### src/rtl/seq_scan_pkg.sv
// Shared types and defaults for the serial pattern scanner.
package seq_scan_pkg;

  typedef enum logic [1:0] {
    IDLE = 2'b00,
    SCAN = 2'b01,
    FIN  = 2'b10
  } state_t;

  localparam int DEF_DATA_W = 8;
  localparam int DEF_PAT_W  = 5;
  localparam logic [DEF_PAT_W-1:0] DEF_PATTERN = 5'b10010;

endpackage

### src/rtl/seq_window_cmp.sv
// PAT_W-bit shift window with saturating fill count; flags a hit when the
// window after the current shift is full and equals the pattern.
module seq_window_cmp
  import seq_scan_pkg::*;
#(
  parameter int PAT_W = DEF_PAT_W
) (
  input  logic             clk,
  input  logic             rst_n,
  input  logic             clr,
  input  logic             shift_en,
  input  logic             bit_in,
  input  logic [PAT_W-1:0] pattern,
  input  logic             clr_fill,
  output logic             hit
);

  localparam int FILL_W = $clog2(PAT_W + 1);
  localparam logic [FILL_W-1:0] FULL = FILL_W'(PAT_W);

  logic [PAT_W-1:0]  window;
  logic [PAT_W-1:0]  window_next;
  logic [FILL_W-1:0] fill;
  logic [FILL_W-1:0] fill_next;

  generate
    if (PAT_W == 1) begin : g_w1
      assign window_next = bit_in;
    end else begin : g_wn
      assign window_next = {window[PAT_W-2:0], bit_in};
    end
  endgenerate

  // Next fill level, saturating once the window holds PAT_W valid bits
  always_comb begin
    fill_next = fill;
    if (fill != FULL) fill_next = fill + FILL_W'(1);
  end

  assign hit = shift_en && (fill_next == FULL) && (window_next == pattern);

  // Window and fill registers; clr restarts both, clr_fill drops history after a hit
  always_ff @(posedge clk or negedge rst_n) begin
    if (!rst_n) begin
      window <= '0;
      fill   <= '0;
    end else if (clr) begin
      window <= '0;
      fill   <= '0;
    end else if (shift_en) begin
      window <= window_next;
      fill   <= clr_fill ? '0 : fill_next;
    end
  end

endmodule

### src/rtl/seq_scan_detector.sv
// Serial pattern detector: scans a latched word MSB-first, one bit per clock,
// reporting match presence, match count and position of the first match.
module seq_scan_detector
  import seq_scan_pkg::*;
#(
  parameter int DATA_W     = DEF_DATA_W,
  parameter int PAT_W      = DEF_PAT_W,
  parameter int OVERLAP    = 1,
  parameter int STOP_FIRST = 0,
  parameter int CNT_W      = $clog2(DATA_W + 1),
  parameter int POS_W      = $clog2(DATA_W)
) (
  input  logic              clk,
  input  logic              rst_n,
  input  logic              start,
  input  logic [DATA_W-1:0] data,
  input  logic [PAT_W-1:0]  pattern,
  output logic              busy,
  output logic              done,
  output logic              match,
  output logic [CNT_W-1:0]  match_cnt,
  output logic [POS_W-1:0]  first_pos
);

  localparam logic [POS_W-1:0] LAST_IDX = POS_W'(DATA_W - 1);

  state_t state;
  state_t state_next;

  logic [DATA_W-1:0] data_sh;
  logic [PAT_W-1:0]  pattern_l;
  logic [POS_W-1:0]  idx;
  logic              load;
  logic              shift_en;
  logic              hit;
  logic              clr_fill;

  assign clr_fill = hit && (OVERLAP == 0);

  seq_window_cmp #(
    .PAT_W (PAT_W)
  ) u_window (
    .clk      (clk),
    .rst_n    (rst_n),
    .clr      (load),
    .shift_en (shift_en),
    .bit_in   (data_sh[DATA_W-1]),
    .pattern  (pattern_l),
    .clr_fill (clr_fill),
    .hit      (hit)
  );

  // State register
  always_ff @(posedge clk or negedge rst_n) begin
    if (!rst_n) state <= IDLE;
    else        state <= state_next;
  end

  // Next state, load/consume strobes and status outputs; start always restarts
  always_comb begin
    state_next = state;
    load       = 1'b0;
    shift_en   = 1'b0;
    busy       = 1'b0;
    done       = 1'b0;
    case (state)
      IDLE: begin
        if (start) begin
          load       = 1'b1;
          state_next = SCAN;
        end
      end
      SCAN: begin
        busy = 1'b1;
        if (start) begin
          load       = 1'b1;
          state_next = SCAN;
        end else begin
          shift_en = 1'b1;
          if ((idx == LAST_IDX) || ((STOP_FIRST != 0) && hit)) state_next = FIN;
        end
      end
      FIN: begin
        done = 1'b1;
        if (start) begin
          load       = 1'b1;
          state_next = SCAN;
        end else begin
          state_next = IDLE;
        end
      end
      default: state_next = IDLE;
    endcase
  end

  // Latched operands and bit index; the word is held as a left-shifting copy
  // so the bit being consumed is always the MSB of data_sh
  always_ff @(posedge clk or negedge rst_n) begin
    if (!rst_n) begin
      data_sh   <= '0;
      pattern_l <= '0;
      idx       <= '0;
    end else if (load) begin
      data_sh   <= data;
      pattern_l <= pattern;
      idx       <= '0;
    end else if (shift_en) begin
      data_sh <= data_sh << 1;
      idx     <= idx + POS_W'(1);
    end
  end

  // Result registers, updated on the edge that consumes a hitting bit
  always_ff @(posedge clk or negedge rst_n) begin
    if (!rst_n) begin
      match     <= 1'b0;
      match_cnt <= '0;
      first_pos <= '0;
    end else if (load) begin
      match     <= 1'b0;
      match_cnt <= '0;
      first_pos <= '0;
    end else if (hit) begin
      match_cnt <= match_cnt + CNT_W'(1);
      if (!match) begin
        match     <= 1'b1;
        first_pos <= idx;
      end
    end
  end

endmodule

### config.mk
export PLATFORM = sky130hd
export DESIGN_NAME = seq_scan_detector
export DESIGN_NICKNAME = d
export VERILOG_FILES = /design/src/rtl/seq_scan_pkg.sv /design/src/rtl/seq_window_cmp.sv /design/src/rtl/seq_scan_detector.sv
export SDC_FILE = /design/constraint.sdc
export NUM_CORES = 1
export LEC_CHECK = 0
export CAP_MARGIN = 20
export CORE_ASPECT_RATIO = 0.7
export CORE_MARGIN = 5
export CORE_UTILIZATION = 29
export CTS_CLUSTER_DIAMETER = 30
export DETAILED_ROUTE_END_ITERATION = 6
export GPL_TIMING_DRIVEN = 0
export SLEW_MARGIN = 20
export SYNTH_ARGS = -nofsm -noshare
export SYNTH_HDL_FRONTEND = slang
export SYNTH_SLANG_ARGS = --single-unit
### constraint.sdc
create_clock -name clk -period 1.9 [get_ports clk]
set_input_delay 0.19 -clock clk [delete_from_list [all_inputs] [get_ports clk]]
set_output_delay 0.19 -clock clk [all_outputs]
set_load 0.01 [all_outputs]
; Word-level counts from Yosys, hierarchy flattened
; Cells that the tools add are included.
[totals]
register_bits = 33
input_bits = 16
out_inout_bits = 10
word_cells = 56
[op_classes]
add_sub_neg = 3
n_eq_ne = 9
n_mux = 27
reduce_logical = 8
[ops]
columns = cell, count
row1 = two-way mux 3 bit, 8
row2 = two-way mux 4 bit, 4
row3 = two-way mux 8 bit, 2
row4 = two-way mux 1 bit, 9
row5 = "adder 3 x 1 -> 3 bit, second input constant", 2
row6 = "== test 3 bit, second input constant", 2
row7 = two-way mux 2 bit, 3
row8 = "inequality test 3 bit, second input constant", 2
row9 = case mux 2 bit (3 select lines), 1
row10 = == test 5 bit, 1
row11 = "adder 4 x 1 -> 4 bit, second input constant", 1
row12 = AND reduction 2 bit, 2
row13 = nonzero test 2 bit, 2
row14 = OR reduction 3 bit, 1
row15 = "== test 2 x 1 -> 1 bit, second input constant", 1
row16 = "== test 2 bit, second input constant", 1
row17 = logical AND 1 bit, 2
row18 = zero test 2 bit, 1
row19 = "inequality test 2 x 1 -> 1 bit, second input constant", 1
row20 = "inequality test 2 bit, second input constant", 1

; Logic depth before layout (Yosys ltp)
[logic_depth]
ltp_word = 7
mapped_depth = 6
depth_no_buf = 6

; Cells and area by module
; A second synthesis with hierarchy kept.
[unflattened]
hier_cells = 150
area_unflattened_um2 = 1532.7
[by_module_without_submodules]
columns = mod, n_inst, cells_each, area_per_inst_um2, seq_area_each_um2
row1 = seq_scan_detector, 1, 107, 1112.3, 650.6
row2 = seq_window_cmp, 1, 43, 420.4, 175.2

; Worst setup path before layout
; No wires, ideal clock.
[synth_path]
path_type = flip-flop to flip-flop
start = reg u_window.fill[0]
end = reg first_pos[0]
setup_ps = 125
arrival_time_ps = 1699
required_ps = 1775
path_slack_ps = 76
stages_incl_launch_ff = 6
n_path_buf = 0
synth_period_minus_slack_ps = 1824
cell_sequence = dfrtp_1 -> ha_1 -> or3b_1 -> a31oi_1 -> nand4b_2 -> mux2i_1
[synth_via]
elab_chain_cells = 7
word_cells_on_any_way = 8
cone_classes = add/sub: 1 / eq/ne: 2 / mux: 1 / reduce/logical: 4
[synth_rtl]
columns = item, line_no
row1 = from (decl), seq_window_cmp.sv:23  ; logic [FILL_W-1:0] fill;
row2 = from (signal assigned), seq_window_cmp.sv:52  ; fill <= clr_fill ? '0 : fill_next;
row3 = adder 3 x 1 -> 3 bit or inequality test 3 bit (tied branches), seq_window_cmp.sv:37  ; if (fill != FULL) fill_next = fill + FILL_W'(1);
row4 = two-way mux 3 bit (*), seq_window_cmp.sv:37
row5 = == test 3 bit (*), seq_window_cmp.sv:40  ; assign hit = shift_en && (fill_next == FULL) && (window_next == pattern);
row6 = logical AND 1 bit (*) (2 in a row), seq_window_cmp.sv:40
row7 = nonzero test 2 bit (no line) (*), --
row8 = AND reduction 2 bit (no line) (*), --
row9 = to (signal assigned), seq_scan_detector.sv:127  ; first_pos <= idx;
row10 = to (decl), seq_scan_detector.sv:22  ; output logic [POS_W-1:0] first_pos
; Mark *: on every way between the ends. The rest lies on a longest branch, timed or not.
; A chain may end at the register's enable or synchronous reset.

; Final worst setup path
[layout_path]
start = reg u_window.fill[0]
end = reg first_pos[1]
; Same word-level chain as after synthesis.

==> results.txt <==
The hold violation count in the final report was 0. The area share of the leading cell type in the synthesized netlist is 52.5%. TritonCTS built the clock tree. The final standard cell count with taps included and fillers excluded came out at 264. The fraction of layout instances using a drive strength above 1 is 13.0%.

At the worst endpoint, the required time is 2.07 ns. The clock period could shrink to 1.84 ns. The critical path startpoint category is a register. The yosys synthesis warning count came out at 0. For the pin with the worst max-slew slack, the measured transition is 0.517 ns. The detailed-route via count came out at 1213. After synthesis, the share of flip-flops with an asynchronous set or reset is 100%. The number of max-slew violations in the final report was 0. The number of buffers created by CTS is 5. The via count of the first global-routing pass was 1152. The highest ir drop seen on vdd came out at 0.430 mV. The critical path starts at u_window.fill[0]. The largest total area in the synthesized netlist belongs to sky130_fd_sc_hd__dfrtp_1. The tool flagged a number of max-cap violations equal to 0.

Clock-pin slew was measured on the worst setup and hold paths at 0.07 ns. The CTS sink count came out at 33. The total placed cells including tap cells came out at 254. The clock reaches the later pin of the worst-skew pair after 0.28 ns. The aggregate global routing overflow is 0.

Summing all multi-input logic gate instances after layout gives 768 um^2. Ranked by instance count, the synthesized netlist is headed by sky130_fd_sc_hd__nand2_1, sky130_fd_sc_hd__dfrtp_1, sky130_fd_sc_hd__mux2i_1. The synthesized netlist contains 33 unique library cells.

At the end of the flow, the number of nets in the layout was 213. The number of buffers on the longest clock path is 2. Summed over all cells, the static leakage comes to 0.00101 uW. The horizontal extent of the die is 98.0 um. In this run the worst path has a maximum fanout of 5. The number of flops mapped to enable cells by yosys is 0. In this run the worst setup path terminates at first_pos[1]. The first-pass iteration count of the detailed router came out at 4. Setup repair after global routing could not meet its margin everywhere. The flow ran to the end, and the final reports show no timing, DRC or antenna violations. The maximum clock rate came out at 545 MHz. The cell count after synthesis is 156.

The type of the worst setup path is register to register. In this run the critical register-to-register path is captured at first_pos[1]. Sequential cells were found to cover 52.5% of the synthesized design area. The detail route stage leaves a number of antenna-violating nets equal to 0. STA classifies the critical path endpoint as a register.

The count of input and output buffers is 25. The total global routing track utilization came out at 10.4%. The routed length per placed instance came out at 13.3 um. Compared with the post-synthesis result, the final layout area differs by 34.4%. Yosys instantiated no cell more often than sky130_fd_sc_hd__nand2_1.

The count of filler cells inserted in the layout is 507. The type of the worst min-delay path is input port to asynchronous set/reset pin. The post-synthesis cell area came out at 0.00157 mm^2. The number of nets handed over by synthesis was 177. In this run, synthesis produced a sequential element count of 33. The maximum number of pins on one net before global-route repair came out at 18. The post-detailed-route via-to-cell ratio came out at 4.59. The per-instance average area after synthesis is 10.1 um^2. The wire length of the first global-routing pass is 5780 um.

The level count of the clock H-tree came out at 2. The remaining max-slew budget at the tightest pin came out at 65.5%. The top-level port count came out at 26. The final RePlAce weighted congestion came out at 0.786. The cell at the root of the clock tree is sky130_fd_sc_hd__clkbuf_8. The number of setup violations in the final report is 0. The areal power density over the cells is 775 mW/mm^2.

The initial cell density of the core came out at 29.9%. The final period utilization is 96.6%. In the synthesized netlist the dominant register cell turns out to be sky130_fd_sc_hd__dfrtp_1. The die outline area is 0.00702 mm^2. Ranked by total cell area, the synthesized netlist is headed by sky130_fd_sc_hd__dfrtp_1, sky130_fd_sc_hd__nand2_1, sky130_fd_sc_hd__mux2i_1. The count of unresolved DRC violations after routing is 0.

The area inside the core boundary came out at 0.00526 mm^2. The sum of negative setup slack came out at 0 ns. 0 antenna diodes ended up in the layout.

The number of rows in the core area is 22. The worst register-to-register path begins at u_window.fill[0]. The total half-perimeter wirelength after legalization and detailed placement is 2570 um. The number of antenna violations at the first check in global routing came to 0. The overall die height came out at 71.6 um.

The clock skew is 0.00542 ns. After detailed routing, the total wire length is 3520 um. The worst reg2reg path depth is 5.

The combined flip-flop and latch cell area came out at 827 um^2. The first routing iteration left 77 violations. The arrival time reported for the critical path endpoint is 2.00 ns. Overall power consumption after layout is estimated at 1640 uW.

Across all register-to-register paths, the minimum setup slack is 0.06 ns.
-- kinds of logic (layout without fill, tap and decap cells) --
logic type | Yosys count | count (layout) | synth area share, %
AO/OA/AOI/OAI | 23 | 23 | 9.94
XOR/XNOR | 5 | 5 | 2.78
adder cells (fa/ha/maj) | 5 | 5 | 3.98
buffers and inverters | 9 | 45 | 2.70
flip-flops | 33 | 33 | 52.5
multiplexers | 8 | 8 | 5.09
AND/OR/NAND/NOR | 73 | 73 | 23.0
-- worst min-delay path by stage --
stage	startpoint	to	slack, ns	depth (start not counted)
after floorplan	rst_n	data_sh[0]	-0.11	0
after global placement	data_sh[6]	data_sh[6]	0.46	2
after detailed placement	rst_n	pattern_l[1]	0.16	1
after CTS	rst_n	pattern_l[1]	0.39	2
after global routing	rst_n	u_window.window[1]	0.44	2
final	rst_n	first_pos[1]	0.38	2
-- cells in the final DEF (no fill, tap or decap), types with 2 or more instances in the layout --
cell                              netlist  routed
sky130_fd_sc_hd__a21oi_1                2       2
sky130_fd_sc_hd__nor2_1                 4       4
sky130_fd_sc_hd__a22o_1                 5       5
sky130_fd_sc_hd__dfrtp_1               33      32
sky130_fd_sc_hd__buf_2                  1       2
sky130_fd_sc_hd__a22oi_1                4       4
sky130_fd_sc_hd__clkbuf_8               0       6
sky130_fd_sc_hd__nor4_2                 0       2
sky130_fd_sc_hd__buf_4                  0       2
sky130_fd_sc_hd__xor2_1                 5       5
sky130_fd_sc_hd__or2_2                  2       2
sky130_fd_sc_hd__mux2i_1                8       8
sky130_fd_sc_hd__o21ai_0                4       4
sky130_fd_sc_hd__clkdlybuf4s50_1        0      24
sky130_fd_sc_hd__a31oi_1                5       4
sky130_fd_sc_hd__nand4_1                2       2
sky130_fd_sc_hd__ha_1                   5       4
sky130_fd_sc_hd__nand2_1               48      48
sky130_fd_sc_hd__clkbuf_1               5       5
-- power by group --
part	internal, uW	total, uW	switching, uW
combinational	144	303	158
clock	287	537	249
sequential	756	798	41.6
-- worst max-delay path, cell delays in order (launching register included) --
cell,delay [ns]
sky130_fd_sc_hd__dfrtp_2,0.45
sky130_fd_sc_hd__ha_4,0.29
sky130_fd_sc_hd__or3b_4,0.38
sky130_fd_sc_hd__a31oi_4,0.28
sky130_fd_sc_hd__nand4b_4,0.17
sky130_fd_sc_hd__mux2i_1,0.16
-- sequential cells by signal, indices dropped and copies added (netlist names) --
signal and flops:
data_sh 8, pattern_l 5, match_cnt 4, u_window.window 4, first_pos 3, idx 3
u_window.fill 3, state 2, match 1
-- cell type report --
cell class | instances | area share (%)
multi-input cells | 114 | 36.4
repair buffers | 29 | 14.1
flip-flops and latches | 33 | 39.1
plain buffers | 7 | 1.72
clock buffers | 7 | 4.09
well taps | 72 | 4.26
inverters | 2 | 0.355
-- repair_timing --
action,in CTS,in global routing
pin swaps,0,4
endpoints found under the setup margin,8,25
gates resized for setup,4,10
setup buffers,0,2
hold buffers,1,0
hold endpoints to repair,16,0
-- per-layer routing --
layer,vias to the layer above,GRT usage [%],routed length (um)
li1,613,-,-
met1,578,16.2,1960
met2,22,13.4,1380
met3,0,3.60,181
met4,0,2.30,0
met5,-,0,0
-- stage by stage --
step | setup WS, ns | cell area [um^2] | hold slack [ns] | utilization (%)
2_1_floorplan | 0.0759 | 1570 | -0.106 | -
3_3_place_gp | -0.255 | 1910 | 0.462 | 36.4
3_5_place_dp | -0.267 | 1940 | 0.163 | 36.8
4_1_cts | 0.00645 | 2060 | 0.389 | 39.2
5_1_grt | -0.000990 | 2110 | 0.440 | 40.2
6_report | 0.0640 | 2110 | 0.380 | 40.2
No activity file was read; power rests on OpenSTA's default activity.
